## src/rtl/instr_fetch_if.sv

```systemverilog
// instr_fetch_if: instruction-memory read port between fetch (master) and memory (slave)
//   mem_addr        fetch address, driven by the master
//   mem_rd          read request, driven by the master
//   mem_rddata      read data, valid when mem_rd=1 and mem_waitrequest=0
//   mem_waitrequest memory stall; the master holds its request while high
interface instr_fetch_if #(
   parameter int ADDR_W = 16,
   parameter int DATA_W = 16
) ();
   logic [ADDR_W-1:0] mem_addr;
   logic              mem_rd;
   logic [DATA_W-1:0] mem_rddata;
   logic              mem_waitrequest;
   modport master (output mem_addr, mem_rd, input mem_rddata, mem_waitrequest);
   modport slave  (input mem_addr, mem_rd, output mem_rddata, mem_waitrequest);
endinterface

```

## src/rtl/instr_fetch.sv

```systemverilog
// instr_fetch: PC, instruction fetch/hold FSM and instruction-register field slicing
//   clk, reset        clock and synchronous active-high reset
//   bus               instruction-memory read port (instr_fetch_if.master)
//   o_fetch_owns_mem  high in FETCH; selects fetch as owner of the memory port
//   o_ir_valid        instruction register valid for decode/execute (HOLD)
//   o_instr           raw instruction register; o_opcode/o_rx/o_ry/o_imm8/o_imm11 are slices
//   o_pc, o_pc_plus2  current instruction address and its link value
//   i_pc_src          00 branch, 01 register-indirect, 10 sequential, 11 illegal
//   i_br_taken, i_br_offset, i_rind_addr  next-PC operands, sampled on i_exec_done
//   i_exec_done       one-cycle pulse ending execute
//   o_halted          fetch stopped on an illegal opcode
// Optional: define IFETCH_HALT_ON_ILLEGAL_EN to halt on pc_src=11; otherwise 11 is sequential.
module instr_fetch #(
   parameter int              ADDR_W   = 16,
   parameter int              DATA_W   = 16,
   parameter logic [ADDR_W-1:0] RESET_PC = '0
) (
   input  logic              clk,
   input  logic              reset,
   instr_fetch_if.master     bus,
   output logic              o_fetch_owns_mem,
   output logic              o_ir_valid,
   output logic [DATA_W-1:0] o_instr,
   output logic [4:0]        o_opcode,
   output logic [2:0]        o_rx,
   output logic [2:0]        o_ry,
   output logic [7:0]        o_imm8,
   output logic [10:0]       o_imm11,
   output logic [ADDR_W-1:0] o_pc,
   output logic [ADDR_W-1:0] o_pc_plus2,
   input  logic [1:0]        i_pc_src,
   input  logic              i_br_taken,
   input  logic [ADDR_W-1:0] i_br_offset,
   input  logic [ADDR_W-1:0] i_rind_addr,
   input  logic              i_exec_done,
   output logic              o_halted
);
   typedef enum logic [1:0] {FETCH, HOLD, HALT} state_t;
   state_t            r_state;
   logic [ADDR_W-1:0] r_pc;
   logic [DATA_W-1:0] r_instr;
   logic              r_ir_valid;
   logic              w_fetch;
   logic [ADDR_W-1:0] w_pc_plus2;
   logic [ADDR_W-1:0] w_br_target;
   logic [ADDR_W-1:0] w_next_pc;
`ifdef IFETCH_HALT_ON_ILLEGAL_EN
   logic              r_halted;
   assign o_halted = r_halted;
`else
   assign o_halted = 1'b0;
`endif
   // Gated by reset so the request is withdrawn while reset is held, yet
   // appears in the very first cycle after release.
   assign w_fetch          = (r_state == FETCH) && !reset;
   assign bus.mem_rd       = w_fetch;
   assign bus.mem_addr     = r_pc;
   assign o_fetch_owns_mem = w_fetch;
   assign o_ir_valid       = r_ir_valid;
   assign o_instr          = r_instr;
   assign o_opcode         = r_instr[4:0];
   assign o_rx             = r_instr[7:5];
   assign o_ry             = r_instr[10:8];
   assign o_imm8           = r_instr[15:8];
   assign o_imm11          = r_instr[15:5];
   assign o_pc             = r_pc;
   assign o_pc_plus2       = w_pc_plus2;
   assign w_pc_plus2       = r_pc + ADDR_W'(2);
   // Offset counts 16-bit words, so it is doubled into a byte offset.
   assign w_br_target      = r_pc + {i_br_offset[ADDR_W-2:0], 1'b0};
   // pc_src=11 falls through to sequential; when halting is enabled the
   // value is never loaded because the FSM goes to HALT instead.
   assign w_next_pc        = (i_pc_src == 2'b01) ? {i_rind_addr[ADDR_W-1:1], 1'b0}
                           : (i_pc_src == 2'b00 && i_br_taken) ? w_br_target
                           : w_pc_plus2;
   always_ff @(posedge clk) begin
      if (reset) begin
         r_state    <= FETCH;
         r_pc       <= RESET_PC;
         r_instr    <= '0;
         r_ir_valid <= 1'b0;
`ifdef IFETCH_HALT_ON_ILLEGAL_EN
         r_halted   <= 1'b0;
`endif
      end else begin
         case (r_state)
            FETCH: begin
               if (!bus.mem_waitrequest) begin
                  r_instr    <= bus.mem_rddata;
                  r_ir_valid <= 1'b1;
                  r_state    <= HOLD;
               end
            end
            HOLD: begin
               if (i_exec_done) begin
                  r_ir_valid <= 1'b0;
`ifdef IFETCH_HALT_ON_ILLEGAL_EN
                  if (i_pc_src == 2'b11) begin
                     r_state  <= HALT;
                     r_halted <= 1'b1;
                  end else begin
                     r_pc    <= w_next_pc;
                     r_state <= FETCH;
                  end
`else
                  r_pc    <= w_next_pc;
                  r_state <= FETCH;
`endif
               end
            end
            HALT: r_ir_valid <= 1'b0;
            default: r_state <= FETCH;
         endcase
      end
   end
endmodule
```

## src/flat_wrapper.sv

```systemverilog
// flat-port wrapper written by rule: the top's interface ports become plain ports
module instr_fetch_flat 
#(
   parameter int              ADDR_W   = 16,
   parameter int              DATA_W   = 16,
   parameter logic [ADDR_W-1:0] RESET_PC = '0
)
  (clk, reset, o_fetch_owns_mem, o_ir_valid, o_instr, o_opcode, o_rx, o_ry, o_imm8, o_imm11, o_pc, o_pc_plus2, i_pc_src, i_br_taken, i_br_offset, i_rind_addr, i_exec_done, o_halted, bus_mem_addr, bus_mem_rd, bus_mem_rddata, bus_mem_waitrequest);
  instr_fetch_if #(.ADDR_W(ADDR_W), .DATA_W(DATA_W)) bus_i ();
  input  logic clk;
  input  logic reset;
  output logic o_fetch_owns_mem;
  output logic o_ir_valid;
  output logic [DATA_W-1:0] o_instr;
  output logic [4:0] o_opcode;
  output logic [2:0] o_rx;
  output logic [2:0] o_ry;
  output logic [7:0] o_imm8;
  output logic [10:0] o_imm11;
  output logic [ADDR_W-1:0] o_pc;
  output logic [ADDR_W-1:0] o_pc_plus2;
  input  logic [1:0] i_pc_src;
  input  logic i_br_taken;
  input  logic [ADDR_W-1:0] i_br_offset;
  input  logic [ADDR_W-1:0] i_rind_addr;
  input  logic i_exec_done;
  output logic o_halted;
  output wire logic [$bits(bus_i.mem_addr)-1:0] bus_mem_addr;
  output wire logic [$bits(bus_i.mem_rd)-1:0] bus_mem_rd;
  input wire logic [$bits(bus_i.mem_rddata)-1:0] bus_mem_rddata;
  input wire logic [$bits(bus_i.mem_waitrequest)-1:0] bus_mem_waitrequest;
  assign bus_mem_addr = bus_i.mem_addr;
  assign bus_mem_rd = bus_i.mem_rd;
  assign bus_i.mem_rddata = bus_mem_rddata;
  assign bus_i.mem_waitrequest = bus_mem_waitrequest;
  instr_fetch #(.ADDR_W(ADDR_W), .DATA_W(DATA_W), .RESET_PC(RESET_PC)) u_core (.clk(clk), .reset(reset), .bus(bus_i), .o_fetch_owns_mem(o_fetch_owns_mem), .o_ir_valid(o_ir_valid), .o_instr(o_instr), .o_opcode(o_opcode), .o_rx(o_rx), .o_ry(o_ry), .o_imm8(o_imm8), .o_imm11(o_imm11), .o_pc(o_pc), .o_pc_plus2(o_pc_plus2), .i_pc_src(i_pc_src), .i_br_taken(i_br_taken), .i_br_offset(i_br_offset), .i_rind_addr(i_rind_addr), .i_exec_done(i_exec_done), .o_halted(o_halted));
endmodule
```

## config.mk

```make
export PLATFORM = sky130hd
export DESIGN_NAME = instr_fetch_flat
export DESIGN_NICKNAME = d
export VERILOG_FILES = /design/src/rtl/instr_fetch_if.sv /design/src/rtl/instr_fetch.sv /design/src/flat_wrapper.sv
export SDC_FILE = /design/constraint.sdc
export NUM_CORES = 1
export LEC_CHECK = 0
export CAP_MARGIN = 20
export CORE_ASPECT_RATIO = 0.5
export CORE_UTILIZATION = 43
export CTS_CLUSTER_DIAMETER = 60
export DETAILED_ROUTE_END_ITERATION = 12
export PLACE_DENSITY = 0.87
export SYNTH_ARGS = -nofsm -noshare
export SYNTH_HDL_FRONTEND = slang
export SYNTH_SLANG_ARGS = --single-unit
```

## constraint.sdc

```tcl
create_clock -name clk -period 3.4 [get_ports clk]
set_input_delay 0.34 -clock clk [delete_from_list [all_inputs] [get_ports clk]]
set_output_delay 0.34 -clock clk [all_outputs]
set_load 0.02 [all_outputs]
```

==> results.sh <==
export IMPL_fp_dieH_um=59.7
export IMPL_htree_levels=2
export IMPL_worstHoldPathCells=2
export IMPL_syn_instance_count=373
export IMPL_grt_usage=0.242
export IMPL_hold_path_end="u_core.o_instr[4]"
export IMPL_clock_fmax_mhz=339
export IMPL_grt_max_degree=37
export IMPL_cts_root_buf="clkbuf_16"
export IMPL_ys_types=63
export IMPL_cts_buffer_depth=2
export IMPL_fin_nets=541
export IMPL_yosys_warnings=0
export IMPL_finalCritPeriodShare=0.867
export IMPL_cts_resized=0
export IMPL_drtAntennaViolNets=0
export IMPL_synth_area_per_cell_um2=7.68
export IMPL_rr_endpoint="u_core.bus.mem_addr[11]"
export IMPL_outcome="finished clean"
export IMPL_row_count=20
export IMPL_rrSetupSlack_ns=0.86
export IMPL_critPathLaunchType="register"
export IMPL_crit_chain="ha_1 -> nand2_1 -> nor4_4 -> and3_1 -> xor2_1 -> clkdlybuf4s50_1"
export IMPL_synth_edff_count=0
export IMPL_critical_path_max_stage_delay_ns=0.62
export IMPL_syn_to_final_growth_pct=47.3
export IMPL_io_pins=153
export IMPL_cts_tree="done"
export IMPL_antenna_cells=0
export IMPL_cts_buffers_inserted=5
export IMPL_utilization=0.675
export IMPL_yosys_most_used_dff="dfxtp_1"
export IMPL_hold_path_class="reg2reg"
export IMPL_port_buffers=146
export IMPL_globalRouteOverflowTotal=0
export IMPL_die_area_um2=7020
export IMPL_hold_viol=0
export IMPL_path_delay_family="simple AND/OR/NAND/NOR gates"
export IMPL_cp_slowest_cell="clkdlybuf4s50_1"
export IMPL_dp_hpwl_mm=6.48
export IMPL_gp_congestion=0.910
export IMPL_reg2regPathDepth=9
export IMPL_detail_route_vias_per_cell=5.51
export IMPL_grt_pass1_wl_mm=13.6
export IMPL_startpoint="u_core.bus.mem_addr[2]"
export IMPL_drt_pass1_iter_count=5
export IMPL_postCtsSetupBuffers=0
export IMPL_drt_iter0_markers=233
export IMPL_cts_sinks=32
export IMPL_pwr_density_cell_nw_per_um2=330
export IMPL_tightest_slew_ns=1.00
export IMPL_fin_crit_ns=2.95
export IMPL_num_vias=3081
export IMPL_ctsHoldBuffers=0
export IMPL_drt_met1_wl_mm=3.70
export IMPL_final_common_cell="clkdlybuf4s50_1"
export IMPL_setup_viol=0
export IMPL_r2r_start="u_core.bus.mem_addr[1]"
export IMPL_clock_latency_ns=0.28
export IMPL_drc=0
export IMPL_synthTopCellsByArea="dfxtp_1, buf_4, nand2_1"
export IMPL_hold_path_startpoint="u_core.o_instr[4]"
export IMPL_cp_max_fo=8
export IMPL_vdd_drop_max_uv=229
export IMPL_synth_top_cell_by_area="dfxtp_1"
export IMPL_cp_num_buf_inv=1
export IMPL_crit_type="reg2out"
export IMPL_coreArea_um2=6260
export IMPL_antenna_found_initial=0
export IMPL_cp_required_ns=3.06
export IMPL_slew_limit_headroom=0.330
export IMPL_avgRoutedWirePerCell_um=15.2
export IMPL_synth_area_um2=2870
export IMPL_crit_path_end_kind="output port"
export IMPL_routed_top_layer="met4"
export IMPL_yosysTopAreaCellShare=0.223
export IMPL_fp_dieW_um=117
export IMPL_crit_arrival_ns=2.61
export IMPL_initial_core_util=0.458
export IMPL_tns_ns=0
export IMPL_async_flop_share=0
export IMPL_fin_skew_ns=0.00459
export IMPL_final_cell_mix="clkdlybuf4s50_1, nand2_1, a21oi_1"
export IMPL_clk_pin_slew_ns=0.06
export IMPL_drive_gt1_frac=0.0573
export IMPL_drv_cap=0
export IMPL_yosysSeqAreaShare=0.223
export IMPL_rsz0062_at_grt="no"
export IMPL_wl_met2_mm=4.13
export IMPL_slew_viol_final=0
export IMPL_dr_wl_met3_um=593
export IMPL_cellLeakagePower_nw=1.59
export IMPL_ys_seq_elements=32
export IMPL_wl_mm=8.52
export IMPL_grt_pass1_vias=2735
## logic make-up (layout without fill, tap and decap cells)
kind of cell	Yosys count	in the layout	share of synthesized area
DFF	32	32	0.223
other	1	4	0.00131
buffers and inverters	68	163	0.155
AOI/OAI and AO/OA	100	100	0.233
xor gates and xnor gates	22	22	0.0698
adders and majority gates	16	16	0.0725
and+or+nand+nor	134	134	0.245
## flip-flops by register name (all words and copies together) (netlist names)
signal	count
u_core.bus.mem_addr	15
u_core.o_instr	16
u_core.r_state	1
## per-stage QoR
stage	setup slack [ns]	cells	cell area (um2)	total power [mW]	hold WS (ns)
after floorplan	1.05	376	2880	0.707	0.476
after global placement	0.700	551	4050	0.873	0.456
after detailed placement	0.667	551	4050	0.882	0.474
after CTS	0.456	559	4220	1.40	0.481
after global routing	0.312	559	4220	1.45	0.508
final	0.453	559	4220	1.39	0.478
## layout make-up
type	count	area [um2]
Clock buffer	5	125
Clock inverter	3	42.5
Fill cell	497	2030
Inverter	5	18.8
Multi-Input combinational cell	276	1790
Sequential cell	32	641
Tap cell	88	110
Timing Repair Buffer	150	1490
## power by group
| group | internal (mW) | leakage [nW] | switching [mW] | total [mW] |
|---|---|---|---|---|
| sequential | 0.396 | 0.262 | 0.0330 | 0.429 |
| combinational | 0.224 | 1.25 | 0.225 | 0.449 |
| clock | 0.344 | 0.0798 | 0.172 | 0.516 |
| total | 0.964 | 1.59 | 0.430 | 1.39 |
## routing by layer
metal  track usage  up-vias
li1              -     1485
met1         0.316     1431
met2         0.427      157
met3        0.0420        8
met4        0.0568        0
met5             0        -
## worst reg2reg max path, stage by stage, from the launching register on
cell      delay [ns]
dfxtp_1         0.51
ha_1            0.23
inv_1           0.05
fa_1            0.40
nor2b_1         0.18
o31a_1          0.26
a21boi_2        0.14
a211o_1         0.33
a31o_1          0.18
a211oi_2        0.19
## cells in the mapped netlist (all sizes together) (3+ instances only)
| library cell | n |
|---|---|
| nand2 | 54 |
| a21o | 3 |
| nor2b | 5 |
| o21ai | 9 |
| nor3 | 7 |
| nand3 | 13 |
| a21oi | 37 |
| and4 | 3 |
| a221oi | 3 |
| clkbuf | 10 |
| or2 | 3 |
| xor2 | 12 |
| nand4 | 3 |
| o211ai | 6 |
| nor2 | 22 |
| a211oi | 4 |
| a22oi | 4 |
| inv | 5 |
| xnor2 | 10 |
| nand2b | 6 |
| a21boi | 3 |
| and3 | 6 |
| buf | 53 |
| dfxtp | 32 |
| ha | 15 |
| o22ai | 7 |
| o221ai | 4 |
## worst max-delay path by stage
stage	to	slack (ns)	cells after the start
final	o_pc_plus2[15]	0.45	6
after global routing	o_pc_plus2[15]	0.31	6
after CTS	o_pc_plus2[15]	0.46	6
after detailed placement	u_core.bus.mem_addr[11]	0.67	10
after global placement	u_core.bus.mem_addr[11]	0.70	10
after floorplan	u_core.bus.mem_addr[11]	1.05	9
Power figures use the tool's default switching activity.
